===== src/rtl/mole_scheduler.sv =====
// Purpose : whack-a-mole spawn/lifetime scheduler; ticks, LFSR slot pick, hit/miss/escape pulses.
// Latency : every output is registered; an event sampled on a rising edge shows from that edge.
// Backpr. : none; enable=0 freezes all state, clear restarts the round and wins over enable.
// Ports   : clock, reset (async, active low), enable, clear, whackValid/whackIndex in;
//           molesUp, molesHit (one bit per slot), hitPulse, missPulse, escapePulse out.
module mole_scheduler #(
   parameter int NUM_MOLES   = 5,
   parameter int TICK_DIV    = 500000,
   parameter int SPAWN_TICKS = 50,
   parameter int LIFE_TICKS  = 100,
   parameter int HIT_TICKS   = 20
) (
   input  logic                 clock,
   input  logic                 reset,
   input  logic                 enable,
   input  logic                 clear,
   input  logic                 whackValid,
   input  logic [2:0]           whackIndex,
   output logic [NUM_MOLES-1:0] molesUp,
   output logic [NUM_MOLES-1:0] molesHit,
   output logic                 hitPulse,
   output logic                 missPulse,
   output logic                 escapePulse
);

   localparam int TICK_W  = (TICK_DIV > 1) ? $clog2(TICK_DIV) : 1;
   localparam int SPAWN_W = (SPAWN_TICKS > 1) ? $clog2(SPAWN_TICKS) : 1;
   localparam int CNT_MAX = (LIFE_TICKS > HIT_TICKS) ? LIFE_TICKS : HIT_TICKS;
   localparam int CNT_W   = (CNT_MAX > 1) ? $clog2(CNT_MAX) : 1;

   localparam logic [TICK_W-1:0]  TICK_LAST  = TICK_W'(TICK_DIV - 1);
   localparam logic [SPAWN_W-1:0] SPAWN_LAST = SPAWN_W'(SPAWN_TICKS - 1);
   localparam logic [CNT_W-1:0]   LIFE_LAST  = CNT_W'(LIFE_TICKS - 1);
   localparam logic [CNT_W-1:0]   HIT_LAST   = CNT_W'(HIT_TICKS - 1);

   typedef enum logic [1:0] {
      MOLE_OFF = 2'd0,
      MOLE_UP  = 2'd1,
      MOLE_HIT = 2'd2
   } moleState_t;

   moleState_t             moleState     [NUM_MOLES];
   moleState_t             moleStateNext [NUM_MOLES];
   logic [CNT_W-1:0]       moleCnt       [NUM_MOLES];
   logic [CNT_W-1:0]       moleCntNext   [NUM_MOLES];
   logic [TICK_W-1:0]      tickCnt, tickCntNext;
   logic [SPAWN_W-1:0]     spawnCnt, spawnCntNext;
   logic [7:0]             lfsr, lfsrNext;

   logic                   tick, spawnNow, whackOk, found;
   logic [NUM_MOLES-1:0]   upVec, offVec, whackVec, spawnSel;
   logic [NUM_MOLES-1:0]   upNext, hitNext;
   logic                   hitPulseNext, missPulseNext, escapePulseNext;
   logic [2:0]             startIdx, probe;
   logic [3:0]             probeSum;

   always_comb begin
      tickCntNext     = tickCnt;
      spawnCntNext    = spawnCnt;
      tick            = 1'b0;
      spawnNow        = 1'b0;
      whackOk         = 1'b0;
      found           = 1'b0;
      hitPulseNext    = 1'b0;
      missPulseNext   = 1'b0;
      escapePulseNext = 1'b0;
      upVec           = '0;
      offVec          = '0;
      whackVec        = '0;
      spawnSel        = '0;
      upNext          = '0;
      hitNext         = '0;
      probe           = 3'd0;
      probeSum        = 4'd0;
      // x^8+x^6+x^5+x^4+1, free-running regardless of enable/clear
      lfsrNext        = {lfsr[6:0], lfsr[7] ^ lfsr[5] ^ lfsr[4] ^ lfsr[3]};
      // start slot folds 5..7 back onto 0..2
      startIdx        = (lfsr[2:0] >= 3'd5) ? (lfsr[2:0] - 3'd5) : lfsr[2:0];

      for (int i = 0; i < NUM_MOLES; i++) begin
         moleStateNext[i] = moleState[i];
         moleCntNext[i]   = moleCnt[i];
         upVec[i]         = (moleState[i] == MOLE_UP);
         offVec[i]        = (moleState[i] == MOLE_OFF);
      end

      if (clear) begin
         tickCntNext  = '0;
         spawnCntNext = '0;
         for (int i = 0; i < NUM_MOLES; i++) begin
            moleStateNext[i] = MOLE_OFF;
            moleCntNext[i]   = '0;
         end
      end else if (enable) begin
         tick        = (tickCnt == TICK_LAST);
         tickCntNext = tick ? '0 : tickCnt + TICK_W'(1);
         if (tick) begin
            spawnNow     = (spawnCnt == SPAWN_LAST);
            spawnCntNext = spawnNow ? '0 : spawnCnt + SPAWN_W'(1);
         end

         whackOk = whackValid && (whackIndex < 3'(NUM_MOLES));
         for (int i = 0; i < NUM_MOLES; i++) begin
            whackVec[i] = whackOk && (whackIndex == 3'(i));
         end
         // whacks are judged on the state held before this edge
         hitPulseNext  = |(whackVec & upVec);
         missPulseNext = whackOk && !hitPulseNext;

         // probe s, s+1, ... (mod NUM_MOLES) for the first slot OFF before this edge
         if (spawnNow) begin
            for (int j = 0; j < NUM_MOLES; j++) begin
               probeSum = {1'b0, startIdx} + 4'(j);
               probe    = (probeSum >= 4'(NUM_MOLES)) ? 3'(probeSum - 4'(NUM_MOLES))
                                                      : probeSum[2:0];
               for (int m = 0; m < NUM_MOLES; m++) begin
                  if (!found && offVec[m] && (probe == 3'(m))) begin
                     spawnSel[m] = 1'b1;
                     found       = 1'b1;
                  end
               end
            end
         end

         for (int i = 0; i < NUM_MOLES; i++) begin
            case (moleState[i])
               MOLE_UP: begin
                  // a whack on the final life tick beats the escape
                  if (whackVec[i]) begin
                     moleStateNext[i] = MOLE_HIT;
                     moleCntNext[i]   = '0;
                  end else if (tick) begin
                     if (moleCnt[i] == LIFE_LAST) begin
                        moleStateNext[i] = MOLE_OFF;
                        moleCntNext[i]   = '0;
                        escapePulseNext  = 1'b1;
                     end else begin
                        moleCntNext[i] = moleCnt[i] + CNT_W'(1);
                     end
                  end
               end
               MOLE_HIT: begin
                  if (tick) begin
                     if (moleCnt[i] == HIT_LAST) begin
                        moleStateNext[i] = MOLE_OFF;
                        moleCntNext[i]   = '0;
                     end else begin
                        moleCntNext[i] = moleCnt[i] + CNT_W'(1);
                     end
                  end
               end
               MOLE_OFF: begin
                  if (spawnSel[i]) begin
                     moleStateNext[i] = MOLE_UP;
                     moleCntNext[i]   = '0;
                  end
               end
               default: begin
                  moleStateNext[i] = MOLE_OFF;
                  moleCntNext[i]   = '0;
               end
            endcase
         end
      end

      for (int i = 0; i < NUM_MOLES; i++) begin
         upNext[i]  = (moleStateNext[i] == MOLE_UP);
         hitNext[i] = (moleStateNext[i] == MOLE_HIT);
      end
   end

   always_ff @(posedge clock or negedge reset) begin
      if (!reset) begin
         tickCnt     <= '0;
         spawnCnt    <= '0;
         lfsr        <= 8'hA5;
         molesUp     <= '0;
         molesHit    <= '0;
         hitPulse    <= 1'b0;
         missPulse   <= 1'b0;
         escapePulse <= 1'b0;
         for (int i = 0; i < NUM_MOLES; i++) begin
            moleState[i] <= MOLE_OFF;
            moleCnt[i]   <= '0;
         end
      end else begin
         tickCnt     <= tickCntNext;
         spawnCnt    <= spawnCntNext;
         lfsr        <= lfsrNext;
         molesUp     <= upNext;
         molesHit    <= hitNext;
         hitPulse    <= hitPulseNext;
         missPulse   <= missPulseNext;
         escapePulse <= escapePulseNext;
         for (int i = 0; i < NUM_MOLES; i++) begin
            moleState[i] <= moleStateNext[i];
            moleCnt[i]   <= moleCntNext[i];
         end
      end
   end

endmodule


===== config.mk =====
export PLATFORM = sky130hd
export DESIGN_NAME = mole_scheduler
export DESIGN_NICKNAME = d
export VERILOG_FILES = /design/src/rtl/mole_scheduler.sv
export SDC_FILE = /design/constraint.sdc
export NUM_CORES = 1
export LEC_CHECK = 0
export CORE_UTILIZATION = 40
export DETAILED_ROUTE_END_ITERATION = 8
export PLACE_DENSITY = 0.56
export SLEW_MARGIN = 25
export SYNTH_ARGS = -nofsm -noshare
export SYNTH_HDL_FRONTEND = slang
export SYNTH_SLANG_ARGS = --single-unit

===== constraint.sdc =====
create_clock -name clock -period 4.6 [get_ports clock]
set_input_delay 0.92 -clock clock [delete_from_list [all_inputs] [get_ports clock]]
set_output_delay 0.92 -clock clock [all_outputs]
set_load 0.01 [all_outputs]

# Yosys cells after proc, flatten, opt, wreduce, memory -nomap -nowiden
# Cells that the tools add are included.
dict set report totals {
  output_inout_bits 13
  wordCells 459
  reg_bits 91
}
dict set report op_classes {
  mux 241
  addsub 17
  n_lt_le_gt_ge 7
  n_bitwise 4
  eq_ne 71
  reduce_logical 101
}
# operator n
set op_table {}
lappend op_table {{$mux 7} 30}
lappend op_table {{$mux 1} 151}
lappend op_table {{$pmux 7 s3} 5}
lappend op_table {{$mux 35} 2}
lappend op_table {{$mux 2} 30}
lappend op_table {{$mux 19} 3}
lappend op_table {{$logic_and 1x1->1} 56}
lappend op_table {{$eq 3x2->1 const B} 12}
lappend op_table {{$add 7x1->7 const B} 5}
lappend op_table {{$eq 7x5->1 const B} 5}
lappend op_table {{$eq 7x7->1 const B} 5}
lappend op_table {{$pmux 2 s3} 5}
lappend op_table {{$logic_not 1->1} 25}
lappend op_table {{$mux 6} 4}
lappend op_table {{$eq 2x1->1 const B} 10}
lappend op_table {{$eq 2x2->1 const B} 10}
lappend op_table {{$mux 10} 2}
lappend op_table {{$ne 4x2->1 const B} 5}
lappend op_table {{$reduce_and 4->1} 5}
lappend op_table {{$add 19x1->19 const B} 1}
lappend op_table {{$eq 19x19->1 const B} 1}
lappend op_table {{$eq 3x1->1 const B} 6}
lappend op_table {{$eq 3x3->1 const B} 6}
lappend op_table {{$logic_not 3->1} 6}
lappend op_table {{19 further kinds} 51}

# Longest topological paths before layout
# Gate-level depths: netlist of the first run.
dict set report depth {
  ltp_word 183
  ltp_mapped 22
  depth_no_buf 17
}

# Worst setup path after synthesis of the first run
# No wires, ideal clock.
dict set report synth_path {
  path_kind {register to register}
  startpoint {register lfsr[1]}
  endpoint {register moleCnt[3] (netlist name)}
  slack_ns 0.107
  period_less_slack_ns 4.493
  path_stages_with_launch 21
  setup_time_ns 0.078
  t_arrival_ns 4.415
  t_required_ns 4.522
  path_cell_list {dfrtp_1 -> clkbuf_1 -> inv_1 -> ha_1 -> buf_6 -> o21a_1 -> buf_6 -> xnor2_4 -> ha_1 -> inv_1 -> fa_1 -> a21oi_1 -> o211ai_1 -> o2111ai_1 -> o31ai_1 -> or2_1 -> o311ai_1 -> a21o_1 -> nand2_2 -> or4b_1 -> a21oi_1}
}
dict set report synth_via {
  elab_chain_cells 180
  elab_cells_between_ends 226
  classes_between {10 x add/sub; 6 x order compare; 21 x eq/ne; 110 x mux; 79 x reduce/logical}
}
# element line_no
set synth_rtl {}
lappend synth_rtl {{from (decl)} 48} ;# logic [7:0] lfsr, lfsrNext;
lappend synth_rtl {{from (signal assigned)} 189} ;# lfsr <= lfsrNext;
lappend synth_rtl {{$sub 3x3->3 or $ge 3x3->1 (tied branches)} 78} ;# startIdx = (lfsr[2:0] >= 3'd5) ? (lfsr[2:0] - 3'd5) : lfsr[2:0];
lappend synth_rtl {{$mux 3 (*)} 78}
lappend synth_rtl {{$sub 3x3->3 or $ge 3x3->1 (tied branches)} 114} ;# probe = (probeSum >= 4'(NUM_MOLES)) ? 3'(probeSum - 4'(NUM_MOLES))
lappend synth_rtl {{$mux 3} 114}
lappend synth_rtl {{$logic_not 3->1} 117} ;# if (!found && offVec[m] && (probe == 3'(m))) begin
lappend synth_rtl {{$logic_and 1x1->1} 117}
lappend synth_rtl {{$mux 1} 117}
lappend synth_rtl {{$mux 1} 111} ;# if (spawnNow) begin
lappend synth_rtl {{[... 163 more ...]} -}
lappend synth_rtl {{$logic_not 1->1} 117}
lappend synth_rtl {{$logic_and 1x1->1 (2 in series)} 117}
lappend synth_rtl {{$mux 1 (*)} 117}
lappend synth_rtl {{$mux 5 (*)} 111}
lappend synth_rtl {{$mux 5 (*)} 94} ;# end else if (enable) begin
lappend synth_rtl {{$mux 5 (*)} 87} ;# if (clear) begin
lappend synth_rtl {{$ne 3x2->1 (no source line) (*)} -}
lappend synth_rtl {{$reduce_and 4->1 (no source line) (*)} -}
lappend synth_rtl {{to (signal, indexed assignment)} 197} ;# moleCnt[i] <= moleCntNext[i];
lappend synth_rtl {{to (decl)} 44} ;# logic [CNT_W-1:0] moleCnt [NUM_MOLES];
# Every way passes the cells marked *; elsewhere a longest branch is shown, timed or not. The select of a mux whose other input is x is not followed.
# A chain may end at the register's enable or synchronous reset.

# Final worst setup path of the first run
dict set report layout_path {
  startpoint {register lfsr[0]}
  endpoint {register moleCnt[4] (netlist name)}
}
# Same word-level chain as after synthesis.

==> impl_metrics.toml, run 1 <==
[yosys]
yosysWarningCount = 0
yosysTopAreaCell = "dfrtp_1"
synth_async_sr_flop_share_pct = 100
synth_sequential_area_ratio_pct = 33.2
ys_top_cells_by_area = "dfrtp_1 (32%), ha_1 (6.9%), o21ai_0 (4.4%), nor2_1 (4.3%), nand2_1 (4.0%)"
synth_area_mm2 = 0.00688
postSynthRegisterBits = 91
netlist_instances = 823
synth_area_per_cell_um2 = 8.36
postSynth.topFlopCell = "dfrtp_1"
synth_enable_flop_cells = 0
net_count_of_the_mapped_netlist = 870
post-synth-top-area-fraction_pct = 31.6
synth.distinct_cells = 92

[cts]
root_driver = "clkbuf_16"
cts-buffers-inserted = 9
clock_latency_on_the_worst_skew_pair_ns = 0.35
clkTransAtPathRegs_ns = 0.06
clock_tree_from_tritoncts = "done"
htreeDepth = 3
clockBufferDepth = 2
clock_sink_count = 91
holdBufCountCts = 0

[final_layout]
final_cell_area_mm2 = 0.00784
area_growth_syn_to_layout_pct = 13.8
post_route_cells_drive_above_1_share_pct = 11.9
layout.nets = 902
fillerInstances = 1653
antenna_cells = 0

[min_path]
min_from = "lfsr[6]$_DFF_PN0_"
hp-class = "flip-flop to flip-flop"

[power_and_ir_drop]
worst_ir_drop_on_vdd_v = 0.000181
powerDensity_mw_per_mm2 = 215
post-layout-total-power_mw = 1.68
power.static_leakage_nw = 3.27

[placement]
dp_hpwl_um = 14000
placement.cell_area_mm2 = 0.00744
port-buffer-count = 20
placer_congestion_estimate = 0.931

[timing]
final_min_period_over_clock_period_pct = 94.9
max_clock_freq_ghz = 0.229
clock-skew-final_ns = 0.00637
rsz0062_at_grt = "false"
hold_viol_final = 0
final_period_minus_worst_setup_slack_ns = 4.37
finalMaxSlewViolations = 0
tightestPinTransition_ns = 0.871
setup_total_negative_slack_ns = 0
max_slew_margin_pct = 42.0
setup_viol_count_final = 0

[worst_setup_path]
worst_ep_arrival_time_ns = 4.64
worstPathRequired_ns = 4.87
cp_cell_sequence = "inv_1 -> ha_1 -> nand2_1 -> and2_1 -> ha_1 -> inv_1 -> fa_1 -> buf_4 -> a21o_1 -> o211ai_1 -> o2bb2ai_1 -> nand3b_4 -> or2_1 -> o311ai_2 -> a21o_1 -> nand2_2 -> or4b_1 -> a21oi_1"
critical_path.reg2reg.startpoint = "lfsr[0]$_DFF_PN1_"
cpPeakStageDelay_ns = 0.56
r2r_slack_ns = 0.23
cp_capture_type = "flip-flop"
slowest_stage = "dfstp_2"
cp_max_fo = 6
timing.setup.critical_path_class = "flip-flop to flip-flop"
worstSetupStartpointType = "flip-flop"
worst_setup_path_startpoint = "lfsr[0]$_DFF_PN1_"

[die]
die-area_mm2 = 0.0177
dieHeight_um = 133
start_util_pct = 41.2
dieWidth_um = 133
ios = 21
placementRows = 47
core-area_mm2 = 0.0167

[global_routing]
grt_usage_pct = 22.0
globalRouteOverflowTotal = 0
grt_antenna_before_repair = 0
vias_in_the_first_global_route = 6052
maximum_number_of_pins_on_one_net_before_global_route_repair = 65
grt_first_pass_wirelength_um = 31200

[outcome]
run_status = "complete, no violations"

[detailed_routing]
route.final.wire_length_um = 18800
dr.pass1.iters = 5
vias = 6423
wl_per_cell_um = 17.5
drt.antenna.violating_nets = 0
drt_first_iter_violations = 417
drc = 0
via_per_inst = 5.95

[job]
maxCapViolCount = 0
==> worst max-delay path, delay by kind of cell (launching register included) <==
kind,cells,cell delay (ns)
fa+ha+maj,3,0.92
flops,1,0.56
compound gates,6,1.12
simple gates,6,1.41
buf+inv,3,0.29
==> where the power goes <==
group / leakage (nW) / total [mW] / internal (mW) / switching (mW)
clock network: 0.149 / 0.803 / 0.477 / 0.326
registers: 1.25 / 0.810 / 0.805 / 0.00498
logic: 1.87 / 0.0718 / 0.0195 / 0.0524
==> synthesized netlist by cell type (6+ instances only) <==
| cell | instances |
|---|---|
| a211oi_1 | 10 |
| a21o_1 | 11 |
| a21oi_1 | 49 |
| a31oi_1 | 12 |
| and2_1 | 11 |
| and3_1 | 25 |
| clkbuf_1 | 22 |
| dfrtp_1 | 87 |
| ha_1 | 38 |
| inv_1 | 46 |
| mux2i_1 | 8 |
| nand2_1 | 74 |
| nand2b_1 | 12 |
| nand3_1 | 39 |
| nand4_1 | 17 |
| nor2_1 | 78 |
| nor2b_1 | 12 |
| nor3_1 | 13 |
| nor4_1 | 7 |
| o211ai_1 | 13 |
| o21a_1 | 9 |
| o21ai_0 | 60 |
| o22ai_1 | 6 |
| o31ai_1 | 16 |
| or3_1 | 7 |
| or4_1 | 6 |
| xnor2_1 | 7 |
| xor2_1 | 10 |
==> state kept, by name, indices dropped and copies added, names as in the netlist <==
| register | count |
|---|---|
| molesHit | 5 |
| missPulse | 1 |
| spawnCnt | 6 |
| tickCnt | 19 |
| moleCnt | 35 |
| molesUp | 5 |
| moleState | 10 |
| escapePulse | 1 |
| hitPulse | 1 |
| lfsr | 8 |
==> metal layers <==
layer	vias up	wire (um)	part of all wire [%]	global-route usage (%)
met5	-	0	0	0
met4	0	431	2.3	8.27
met3	29	896	4.8	4.15
met2	189	8610	46	34.5
met1	3115	8910	47	30.2
li1	3090	-	-	-
==> through the flow <==
step | std cells | setup slack (ns) | hold WS, ns | util (%)
detailed placement | 1062 | 0.197 | 0.338 | 44.5
CTS | 1078 | 0.152 | 0.353 | 46.4
finish | 1080 | 0.234 | 0.350 | 46.9
global route | 1080 | 0.00754 | 0.359 | 46.9
global placement | 1062 | 0.250 | 0.335 | 44.5
floorplan | 823 | 0.107 | 0.333 | -
==> layout by cell type (no fill, tap or decap), types with 4 or more instances in the layout <==
cell and n:
and4_1 4, o211ai_1 13, xor2_1 10, inv_1 46, dfrtp_1 87, nor2b_1 11, clkbuf_16 9, xnor2_1 7
clkdlybuf4s50_1 19, or3_1 7, nor3_1 13, a21o_1 11, and2_1 11, a21oi_1 49, nand2_1 74, and3_1 25
ha_1 36, dfstp_2 4, o32ai_1 4, o22ai_1 5, buf_4 35, o21a_1 9, nand2b_1 12, o31ai_1 16
o21ai_0 59, or2_2 5, nand4b_1 4, nand3_1 38, a31oi_1 12, nor4_1 6, nand4_1 17, or4_1 6
mux2i_1 8, a211oi_1 9, nor2_1 78, mux2_2 4
==> path summary, 6_finish.rpt <==
kind,end,depth (start not counted)
setup / recovery,moleCnt[4]$_DFFE_PN0P_,18
hold / removal,lfsr[7]$_DFF_PN1_,0
setup reg to reg,moleCnt[4]$_DFFE_PN0P_,18
hold reg to reg,lfsr[7]$_DFF_PN1_,0
max in group asynchronous,lfsr[5]$_DFF_PN1_,2
min in group asynchronous,lfsr[1]$_DFF_PN0_,1
==> cell families after synthesis <==
family / synth area share (%)
compound gates: 23.2
xor+xnor: 2.80
fa+ha+maj: 7.20
buf+inv: 4.89
flops: 33.2
mux: 2.24
simple gates: 26.5
==> what timing repair did <==
action / 4_1_cts / 5_1_grt
resized for setup: 0 / 15
setup endpoints to repair: 0 / 28
buffers inserted: 0 / 2
==> layout make-up <==
cell class / count / area (um2) / share of cell area (%)
Clock buffer: 10 / 229 / 2.92
Clock inverter: 6 / 88.8 / 1.13
Tap cell: 220 / 275 / 3.51
Multi-Input combinational cell: 652 / 4330 / 55.3
Sequential cell: 91 / 2280 / 29.1
Timing Repair Buffer: 54 / 453 / 5.78
Inverter: 47 / 176 / 2.25
Note: power is estimated with default switching activity, not from simulation.
==> run 2, diff against run 1 <==
--- a/config.mk
+++ b/config.mk
@@ -5,6 +5,7 @@
 export SDC_FILE = /design/constraint.sdc
 export NUM_CORES = 1
 export LEC_CHECK = 0
+export CORE_MARGIN = 8
 export CORE_UTILIZATION = 40
 export DETAILED_ROUTE_END_ITERATION = 8
 export PLACE_DENSITY = 0.56
==> run 2 against run 1 <==
Fmax is 0.55% lower. Via count down 0.11%. Final area down 0.35%. Global-route usage shrank 4.3 points. Hold slack better by 0.010 ns. Count of clock-buffer cells in the layout decreased by 1. First-iteration DRC count grew 27%.
==> impl_metrics.toml, run 2 (synthesized netlist as in run 1, its figures left out) <==
[outcome]
run_status = "complete, no violations"

[detailed_routing]
dr.pass1.iters = 5
drt_first_iter_violations = 530
wl_per_cell_um = 17.7
drc = 0
vias = 6416
drt.antenna.violating_nets = 0
route.final.wire_length_um = 19200
via_per_inst = 5.91

[min_path]
hp-class = "flip-flop to flip-flop"
hold_critical_path_depth = 0
min_from = "lfsr[6]$_DFF_PN0_"
hold_path_end = "lfsr[7]$_DFF_PN1_"

[cts]
holdBufCountCts = 0
htreeDepth = 3
root_driver = "clkbuf_16"
clock_latency_on_the_worst_skew_pair_ns = 0.35
clockBufferDepth = 2
clock_tree_from_tritoncts = "done"
clock_sink_count = 91
cts-buffers-inserted = 9
clkTransAtPathRegs_ns = 0.06

[worst_setup_path]
cp_capture_type = "flip-flop"
worstSetupStartpointType = "flip-flop"
reg2regPathDepth = 17
worstReg2RegEnd = "moleCnt[3]$_DFFE_PN0P_"
critical_path.reg2reg.startpoint = "lfsr[0]$_DFF_PN1_"
slowest_stage = "dfstp_2"
worstPathRequired_ns = 4.86
timing.setup.critical_path_class = "flip-flop to flip-flop"
worst_ep_arrival_time_ns = 4.65
cp_max_fo = 6
cpPeakStageDelay_ns = 0.55
cp_cell_sequence = "inv_1 -> ha_1 -> nand2_1 -> and2_4 -> ha_1 -> inv_1 -> fa_2 -> o21ba_2 -> o211ai_1 -> o2bb2ai_1 -> nand3b_4 -> or2_1 -> o311ai_4 -> a21o_1 -> nand2_2 -> or4b_1 -> a21oi_1"
r2r_slack_ns = 0.21

[power_and_ir_drop]
worst_ir_drop_on_vdd_v = 0.000197
powerDensity_mw_per_mm2 = 205
power.combinational.fraction_pct = 4.6
switching_share_pct = 24.9
total_switching_power_uw = 399
power.internal_mw = 1.20
p_clk_share_pct = 44.7
power_frac_seq_pct = 50.6
power.static_leakage_nw = 3.26

[final_layout]
antenna_cells = 0
most-common-layout-cells = "dfrtp_1 (87), nor2_1 (78), nand2_1 (74)"
largest-register = "moleCnt"
area_growth_syn_to_layout_pct = 13.4
final_core_util_pct = 45.8
registers_with_the_highest_flip_flop_counts = "moleCnt: 35 flops, tickCnt: 19 flops, moleState: 10 flops"
max_reg_flops = 35
layout_commonest_cell = "dfrtp_1"
final_cells = 1086
layout.nets = 903
post_route_cells_drive_above_1_share_pct = 11.8

[global_routing]
grt_antenna_before_repair = 0
grt_first_pass_wirelength_um = 31600
grt_usage_pct = 17.7
maximum_number_of_pins_on_one_net_before_global_route_repair = 67
globalRouteOverflowTotal = 0
vias_in_the_first_global_route = 6201

[timing]
tightestPinTransition_ns = 0.873
final_period_minus_worst_setup_slack_ns = 4.39
hold_viol_final = 0
max_slew_margin_pct = 41.8
max_clock_freq_ghz = 0.228
final_min_period_over_clock_period_pct = 95.4
clock-skew-final_ns = 0.0109
finalMaxSlewViolations = 0
setup_viol_count_final = 0

[placement]
dp_hpwl_um = 14200
port-buffer-count = 20
numPlacedInstances = 1068
placer_congestion_estimate = 0.896

[die]
core-area_mm2 = 0.0171
start_util_pct = 40.4
placementRows = 48
dieWidth_um = 147
dieHeight_um = 147
die-area_mm2 = 0.0217
ios = 21

[job]
maxCapViolCount = 0
[run 2: cell count changes in the layout (fill, tap and decap cells not counted), sizes merged]
cell / change
inv: +3
bufinv: -2
buf: +1
clkbuf: -1
[run 2: area by class of cell]
class | count | area, um2
clock buffers | 9 | 225
clock inverters | 7 | 57.6
fillers | 1717 | 9250
inverters | 47 | 176
multi-input cells | 652 | 4320
flip-flops and latches | 91 | 2280
well taps | 225 | 282
repair buffers | 55 | 460
[run 2: timing repair]
item,in CTS,in global routing
resized for setup,0,12
endpoints found under the setup margin,0,36
setup buffers,0,2
[run 2: worst max-delay path by stage]
stage | start | endpoint | slack, ns | depth (start not counted)
after floorplan | lfsr[1]$_DFF_PN0_ | moleCnt[3]$_DFFE_PN0P_ | 0.11 | 20
after global placement | lfsr[0]$_DFF_PN1_ | moleCnt[26]$_DFFE_PN0P_ | 0.24 | 16
after detailed placement | lfsr[0]$_DFF_PN1_ | moleCnt[3]$_DFFE_PN0P_ | 0.1 | 17
after CTS | lfsr[0]$_DFF_PN1_ | moleCnt[3]$_DFFE_PN0P_ | 0.06 | 17
after global routing | lfsr[0]$_DFF_PN1_ | moleCnt[20]$_DFFE_PN0P_ | -0.03 | 17
final | lfsr[0]$_DFF_PN1_ | moleCnt[3]$_DFFE_PN0P_ | 0.21 | 17
[run 2: power groups by stage]
stage	Sequential [mW]	Clock [mW]	Combinational (mW)
6_report	0.809	0.715	0.0739
5_1_grt	0.809	0.773	0.0836
4_1_cts	0.809	0.738	0.0757
3_5_place_dp	0.825	0	0.0753
3_3_place_gp	0.824	0	0.0727
2_1_floorplan	0.824	0	0.0335
[run 2: worst max-delay path, delay by kind of cell, from the launching register on]
family	cells	cell delay, ns
adders and majority gates	3	1.00
and+or+nand+nor	6	1.47
AOI/OAI and AO/OA	6	1.20
buffers and inverters	2	0.11
DFF	1	0.55
[run 2: metal layers]
layer | global-route usage (%) | wire length, um | up-vias
met2 | 28.8 | 9100 | 161
met4 | 6.83 | 402 | 0
met1 | 22.8 | 8920 | 3146
li1 | - | - | 3078
met5 | 0 | 0 | -
met3 | 3.26 | 785 | 31
[run 2: stage by stage]
stage	setup TNS, ns	setup WS [ns]	hold WS, ns	area, um2	total power [mW]
CTS	0	0.0608	0.365	7730	1.62
floorplan	0	0.107	0.333	6880	0.857
global placement	0	0.241	0.343	7450	0.897
finish	0	0.209	0.360	7810	1.60
detailed placement	0	0.0992	0.355	7450	0.900
global route	-0.0650	-0.0305	0.379	7810	1.67
